## config.mk

```make
export PLATFORM = sky130hd
export DESIGN_NAME = inst_fetch
export DESIGN_NICKNAME = d
export VERILOG_FILES = /design/src/rtl/inst_fetch_pkg.sv /design/src/rtl/inst_fifo.sv /design/src/rtl/inst_fetch.sv
export SDC_FILE = /design/constraint.sdc
export NUM_CORES = 1
export LEC_CHECK = 0
export CORE_MARGIN = 1
export CORE_UTILIZATION = 35
export CTS_BUF_LIST = sky130_fd_sc_hd__clkbuf_2 sky130_fd_sc_hd__clkbuf_4 sky130_fd_sc_hd__clkbuf_8
export CTS_CLUSTER_SIZE = 20
export DETAILED_ROUTE_END_ITERATION = 8
export DONT_BUFFER_PORTS = 1
export PLACE_DENSITY = 0.55
export SLEW_MARGIN = 20
export SYNTH_ARGS = -nofsm -noshare
export SYNTH_HDL_FRONTEND = slang
export SYNTH_SLANG_ARGS = --single-unit
```

## constraint.sdc

```tcl
create_clock -name clk -period 4.08 [get_ports clk]
set_input_delay 0.816 -clock clk [delete_from_list [all_inputs] [get_ports clk]]
set_output_delay 0.816 -clock clk [all_outputs]
set_load 0.02 [all_outputs]
```

## src/rtl/inst_fetch_pkg.sv

```systemverilog
// Shared fetch-stage definitions: bus widths, chip-enable encoding, PC constants
// and the {pc, inst} entry carried through the prefetch FIFO.
package inst_fetch_pkg;

  localparam int unsigned InstAddrWidth = 32;
  localparam int unsigned InstWidth     = 32;

  typedef logic [InstAddrWidth-1:0] inst_addr_bus_t;
  typedef logic [InstWidth-1:0]     inst_bus_t;

  typedef enum logic {
    ChipDisable = 1'b0,
    ChipEnable  = 1'b1
  } chip_en_e;

  localparam int unsigned    InstFifoDepth = 2;
  localparam inst_addr_bus_t PcStep        = 32'd4;
  localparam inst_addr_bus_t ResetPc       = 32'h0000_0000;

  typedef struct packed {
    inst_addr_bus_t pc;
    inst_bus_t      inst;
  } fetch_entry_t;

  // Word-align a redirect target by clearing the byte-offset bits.
  function automatic inst_addr_bus_t align_pc(input inst_addr_bus_t addr);
    return addr & ~inst_addr_bus_t'(3);
  endfunction

endpackage

```

## src/rtl/inst_fifo.sv

```systemverilog
// Synchronous prefetch FIFO of {pc, inst} entries with flush; head reads as
// zero while empty.
module inst_fifo
  import inst_fetch_pkg::*;
#(
  parameter int unsigned DEPTH = InstFifoDepth
) (
  input  logic         clk,
  input  logic         rst,
  input  logic         flush,
  input  logic         push,
  input  logic         pop,
  input  fetch_entry_t wr_data,
  output logic         full,
  output logic         empty,
  output fetch_entry_t head
);

  localparam int unsigned PtrW = (DEPTH > 1) ? $clog2(DEPTH) : 1;
  localparam int unsigned CntW = $clog2(DEPTH + 1);

  fetch_entry_t    mem [DEPTH];
  logic [PtrW-1:0] rd_ptr;
  logic [PtrW-1:0] wr_ptr;
  logic [CntW-1:0] count;

  always_ff @(posedge clk) begin
    if (rst || flush) begin
      rd_ptr <= '0;
      wr_ptr <= '0;
      count  <= '0;
    end else begin
      if (push) wr_ptr <= wr_ptr + 1'b1;
      if (pop)  rd_ptr <= rd_ptr + 1'b1;
      unique case ({push, pop})
        2'b10:   count <= count + 1'b1;
        2'b01:   count <= count - 1'b1;
        default: count <= count;
      endcase
    end
  end

  always_ff @(posedge clk) begin
    if (push && !flush) mem[wr_ptr] <= wr_data;
  end

  always_comb begin
    full  = (count == CntW'(DEPTH));
    empty = (count == '0);
    head  = empty ? '0 : mem[rd_ptr];
  end

endmodule

```

## src/rtl/inst_fetch.sv

```systemverilog
// Instruction fetch stage: owns the PC, drives the instruction ROM and buffers
// fetched {pc, inst} pairs for decode; execute redirects flush and reload the PC.
module inst_fetch
  import inst_fetch_pkg::*;
#(
  parameter int unsigned    DEPTH    = InstFifoDepth,
  parameter inst_addr_bus_t RESET_PC = ResetPc
) (
  input  logic           clk,
  input  logic           rst,
  output logic           rom_ce_o,
  output inst_addr_bus_t rom_addr_o,
  input  inst_bus_t      rom_data_i,
  input  logic           branch_flag_i,
  input  inst_addr_bus_t branch_target_i,
  input  logic           id_ready_i,
  output logic           id_valid_o,
  output inst_addr_bus_t id_pc_o,
  output inst_bus_t      id_inst_o
);

  chip_en_e       ce_q;
  inst_addr_bus_t pc;
  logic           fifo_full;
  logic           fifo_empty;
  logic           push;
  logic           pop;
  logic           flush;
  fetch_entry_t   wr_entry;
  fetch_entry_t   head;

  always_ff @(posedge clk) begin
    if (rst) ce_q <= ChipDisable;
    else     ce_q <= ChipEnable;
  end

  // Redirect wins over push; a full FIFO still accepts a push when decode pops.
  always_comb begin
    rom_ce_o = (ce_q == ChipEnable);
    pop      = !fifo_empty && id_ready_i;
    flush    = rom_ce_o && branch_flag_i;
    push     = rom_ce_o && !branch_flag_i && (!fifo_full || pop);
    wr_entry = '{pc: pc, inst: rom_data_i};
  end

  always_ff @(posedge clk) begin
    if (rst)        pc <= RESET_PC;
    else if (flush) pc <= align_pc(branch_target_i);
    else if (push)  pc <= pc + PcStep;
  end

  inst_fifo #(
    .DEPTH(DEPTH)
  ) u_fifo (
    .clk    (clk),
    .rst    (rst),
    .flush  (flush),
    .push   (push),
    .pop    (pop),
    .wr_data(wr_entry),
    .full   (fifo_full),
    .empty  (fifo_empty),
    .head   (head)
  );

  always_comb begin
    rom_addr_o = pc;
    id_valid_o = !fifo_empty;
    id_pc_o    = head.pc;
    id_inst_o  = head.inst;
  end

endmodule

```

* Word-level counts from Yosys, hierarchy flattened
Memory sizes are Yosys's and may differ from the RTL's. A register that Yosys moved wholly into a read port is not among the register bits.
Cells that the tools add are included.
** Operators by class
- $add $sub $neg :: 5
- Equal/unequal tests :: 3
- Multiplexer cells :: 9
- Reduce and logical (&&, ||, !) cells :: 15
** Operators by type and width (number)
- $mux 32 :: 2
- $mux 64 :: 1
- $add 32x3->32 const B :: 1
- $logic_and 1x1->1 :: 5
- $mux 1 :: 5
- $eq 2x2->1 const B :: 2
- $logic_not 1->1 :: 4
- $pmux 2 s2 :: 1
- $reduce_bool 2->1 :: 2
- $add 1x1->1 const B :: 2
- $add 2x1->2 const B :: 1
- $eq 2x1->1 const B :: 1
- $logic_not 2->1 :: 1
- $logic_or 1x1->1 :: 2
- $reduce_or 2->1 :: 1
- $sub 2x1->2 const B :: 1
** Storage, ports and cells
- Register bits :: 37
- RAM bits :: 128
- Logic and storage cells :: 39
- Memories kept :: 1
** Memories
- u_fifo.mem :: depth 2, width 64, read ports 1, clocked after memory_dff 1, wr ports 1, RTL line inst_fifo.sv:22 : fetch_entry_t mem [DEPTH];

* Longest topological paths before layout
- Depth after elaboration :: 8
- Depth in mapped cells :: 7
- Gate-level depth less buffers :: 6

* Modules after synthesis
A second synthesis with hierarchy kept.
** Second synthesis, totals
- Cell total of the unflattened synthesis :: 533
- Area, all modules :: 6870.3 um^2
** Modules (own cells, without submodules)
- inst_fifo :: instances 1, cells each 292, area each 5023.6 um^2
- inst_fetch :: instances 1, cells each 241, area each 1846.8 um^2

* Least setup slack after synthesis
No wires, ideal clock.
- Kind :: input -> register
- Start point :: input port id_ready_i
- End point :: memory u_fifo.mem[0][0] (netlist name) (enable)
- Setup time :: 0.482 ns
- Arrival :: 3.868 ns
- Path slack :: -0.270 ns
- Stages on the path :: 4
- Buffers on the path :: 1
- Cells stage by stage :: buf_2 nor3b_2 nand2b_1 nor2_1
** Between the ends
- Word-level cells in the longest chain between the ends :: 6
** Ends and longest elaborated chain
- from (decl) :: RTL line inst_fetch.sv:16 : input logic id_ready_i,
- $logic_and 1x1->1 :: RTL line inst_fetch.sv:40 : pop = !fifo_empty && id_ready_i;
- $logic_or 1x1->1 :: RTL line inst_fetch.sv:42 : push = rom_ce_o && !branch_flag_i && (!fifo_full || pop);
- $logic_and 1x1->1 :: RTL line inst_fetch.sv:42
- $logic_and 1x1->1 :: RTL line inst_fifo.sv:44 : if (push && !flush) mem[wr_ptr] <= wr_data;
- $mux 1 :: RTL line inst_fifo.sv:44
- $mux 1 (implied by the code) :: RTL line inst_fifo.sv:44
- to (decl) :: RTL line inst_fifo.sv:22
No other way between the ends.

* Worst setup path after layout
- Start point :: register u_fifo.count[0]
- End point :: output port id_pc_o[17]
** Between the ends
- Word-level cells in the longest chain between the ends :: 2
** Ends and longest elaborated chain
- from (decl) :: RTL line inst_fifo.sv:25 : logic [CntW-1:0] count;
- from (signal assigned) :: RTL line inst_fifo.sv:36 : 2'b10: count <= count + 1'b1;
- from (signal assigned) :: RTL line inst_fifo.sv:37 : 2'b01: count <= count - 1'b1;
- from (signal assigned) :: RTL line inst_fifo.sv:38 : default: count <= count;
- $logic_not 2->1 :: RTL line inst_fifo.sv:49 : empty = (count == '0);
- $mux 64 :: RTL line inst_fifo.sv:50 : head = empty ? '0 : mem[rd_ptr];
- to (decl) :: RTL line inst_fetch.sv:18 : output inst_addr_bus_t id_pc_o,
No other way between the ends.

==> results.py <==
metrics = {
    "run_status": {
        "outcome": "finished with violations",
        "violations": "DRC",
    },
    "synthesis": {
        "yosys.cell_count.top_type": "edfxtp_1",
        "syn_avg_cell_area_um2": 13.2,
        "synth_common_cells": "edfxtp_1 (124), nor2_1 (78), mux2i_1 (62)",
        "yosys.area.top_type": "edfxtp_1",
        "syn_inst": 498,
        "yosys_warnings": 0,
        "synth_edf_count": 124,
        "synth_flop_cell": "edfxtp_1",
        "async_flop_share_pct": 0,
        "synth_area_leaders": "edfxtp_1 (57%), dfxtp_1 (11%), mux2i_1 (9.4%)",
        "ys_ff_latch": 160,
        "syn_area_um2": 6570,
        "synth_cell_types": 50,
        "synth_top_area_share_pct": 56.7,
        "ys_seq_area_share_pct": 67.6,
    },
    "routing": {
        "dr.first_iter.drc_count": 238,
        "via_count": 3856,
        "routedWlPerCell_um": 19.0,
        "wirelength_um": 14000,
        "drc": 11,
        "ant_nets": 0,
        "vias_per_cell": 5.24,
        "drt_first_pass_iters": 8,
    },
    "clock_network": {
        "h-tree-depth": 4,
        "cts_inserted_buffers": 17,
        "cts_tree": "done",
        "clockBufferDepth": 2,
        "postCtsHoldBufs": 0,
        "clkSlewWorstSetupHoldPaths_ns": 0.09,
        "cts_resized": 0,
        "postCtsSetupBuffers": 0,
        "insertion_delay_ns": 0.45,
        "clock-sinks": 160,
        "cts_root_buf": "clkbuf_8",
    },
    "global_route": {
        "grt_pass1_wl_um": 22100,
        "track_usage_pct": 15.1,
        "grt_pass1_vias": 3867,
        "grt_max_degree": 63,
        "overflow": 0,
        "antenna_found_initial": 1,
    },
    "floorplanning": {
        "fp.dieH_um": 139,
        "dieArea_um2": 19300,
        "die_x_um": 139,
        "boundaryPins": 166,
        "rows": 49,
        "start_util_pct": 36.1,
        "core_um2": 18200,
    },
    "critical_path": {
        "max_stage_delay_ns": 0.74,
        "rrSetupSlack_ns": 1.26,
        "crit_required_ns": 3.26,
        "endpoint_kind": "output port",
        "path_class": "reg -> out",
        "crit_slowest_cell": "nor2_4",
        "critPathLaunch": "u_fifo.count[0]$_SDFFE_PP0P_",
        "worstPathCellList": "nor2_4, buf_4, nor2_1",
        "arrival_ns": 2.24,
        "rr_startpoint": "rom_ce_o$_DFF_P_",
        "setup.worst_path.end": "id_pc_o[17]",
        "r2r_cells": 4,
        "timing.rr.end": "u_fifo.mem[0][27]$_DFFE_PP_",
        "cp-start-kind": "flip-flop",
        "cp_max_fo": 36,
    },
    "timing": {
        "finalCriticalPeriod_ns": 3.06,
        "fin_worst_skew_ns": 0.0136,
        "hold_viol_final": 0,
        "max_slew_margin_pct": 37.6,
        "slew_violations": 0,
        "worst_slew_pin_slew_ns": 0.934,
        "setup_violations": 0,
        "setup_tns_ns": 0,
        "fmax_mhz": 327,
        "rsz0062_at_grt": "no",
        "fin_crit_sh_pct": 74.9,
    },
    "final_layout": {
        "nNetsFinal": 563,
        "num_antenna_cells": 0,
        "seq_area_um2": 4450,
        "fin_area_um2": 7190,
        "drive_gt1_share_pct": 9.86,
        "nFillCells": 1712,
        "multi_input_area_um2": 1990,
        "syn_to_final_growth_pct": 9.48,
    },
    "job": {
        "maxCapViolCount": 0,
    },
    "placed_design": {
        "dp_hpwl_um": 9330,
        "placed_area_um2": 6790,
        "gp_congestion": 0.763,
        "portBuffers": 0,
    },
    "pwr": {
        "combPwrFrac_pct": 6.5,
        "power.share.clock_pct": 35.9,
        "cell_internal_pwr_uw": 2520,
        "cellPowerDensity_nw_per_um2": 461,
        "p_sw_share_pct": 24.2,
        "p_leak_uw": 0.00223,
        "p_sw_uw": 803,
        "vdd_drop_max_uv": 213,
        "seqPwrFrac_pct": 57.6,
    },
    "worst_hold_path": {
        "hold_class": "in -> reg",
    },
}
per-layer routing:
metal	track usage, %	vias up	routed length (µm)
met2	24.0	142	6510
li1	-	1823	-
met5	0	-	10
met3	7.22	17	1380
met4	5.96	2	226
met1	17.6	1872	5880
cell type report:
type                            instances  share of cell area [%]
Clock inverter                         11                    1.93
Sequential cell                       160                    61.8
Timing Repair Buffer                    5                   0.522
Multi-Input combinational cell        302                    27.7
Tap cell                              229                    3.98
Clock buffer                           21                    3.67
Inverter                                8                   0.417
registers in the layout, summed over array words and instances, names as in the netlist, named ones only:
register,flops
u_fifo.mem,124
rom_addr_o,30
u_fifo.count,2
rom_ce_o,1
u_fifo.rd_ptr,1
u_fifo.wr_ptr,1
stage by stage:
step	power (µW)	std cells	utilization (%)	setup slack [ns]	hold slack (ns)
2_1_floorplan	2120	501	-	0.760	0.520
3_3_place_gp	2170	704	37.3	1.17	0.530
3_5_place_dp	2170	704	37.3	1.13	0.544
4_1_cts	3360	736	39.5	0.900	0.394
5_1_grt	3450	736	39.5	0.813	0.390
6_report	3320	736	39.5	1.02	0.427
cells by family (layout without fill, tap and decap cells):
group | count (synthesis) | count (layout) | synth area share (%)
compound gates | 70 | 70 | 6.00
xor+xnor | 21 | 21 | 2.80
fa+ha+maj | 1 | 1 | 0.190
buf+inv | 39 | 45 | 2.53
flops | 160 | 160 | 67.6
mux | 63 | 63 | 9.62
other cells | 1 | 4 | 0.0571
simple gates | 143 | 143 | 11.2
cells in the final DEF (no fill, tap or decap), drive strengths merged, types with 2 or more instances in the layout:
master and n:
a211oi 5, a21oi 21, a31oi 8, and2 4
and3 4, buf 5, bufinv 3, clkbuf 21
clkinv 6, conb 4, dfxtp 36, edfxtp 124
inv 9, mux2i 62, nand2 10, nand2b 2
nand3 7, nand4 13, nor2 78, nor2b 2
nor3 6, nor4 2, o21ai 30, or3 7
xnor2 8, xor2 13
worst max-delay path: cells and delay by family, from the launching register on:
| kind | cells | cell delay [ns] |
|---|---|---|
| simple gates | 2 | 0.94 |
| buf+inv | 1 | 0.43 |
| flops | 1 | 0.40 |
power by group through the flow:
| stage | Sequential [µW] | Combinational, µW | Clock, µW |
|---|---|---|---|
| final | 1910 | 215 | 1190 |
| after detailed placement | 1950 | 219 | 0 |
| after global placement | 1950 | 215 | 0 |
| after floorplan | 1920 | 195 | 0 |
| after CTS | 1920 | 220 | 1230 |
| after global routing | 1930 | 237 | 1290 |
worst min path at each step:
stage	from	endpoint	slack (ns)	cells past startpoint
after detailed placement	u_fifo.rd_ptr$_SDFFE_PP0P_	u_fifo.rd_ptr$_SDFFE_PP0P_	0.54	2
after global placement	u_fifo.rd_ptr$_SDFFE_PP0P_	flip-flop	0.53	2
after global routing	rst	u_fifo.count[0]$_SDFFE_PP0P_	0.39	1
after floorplan	u_fifo.rd_ptr$_SDFFE_PP0P_	flip-flop	0.52	2
after CTS	rst	rom_addr_o[3]$_SDFFE_PP0P_	0.39	1
final	rst	rom_addr_o[14]$_SDFFE_PP0P_	0.43	1
(Power assumes the default switching activity.)
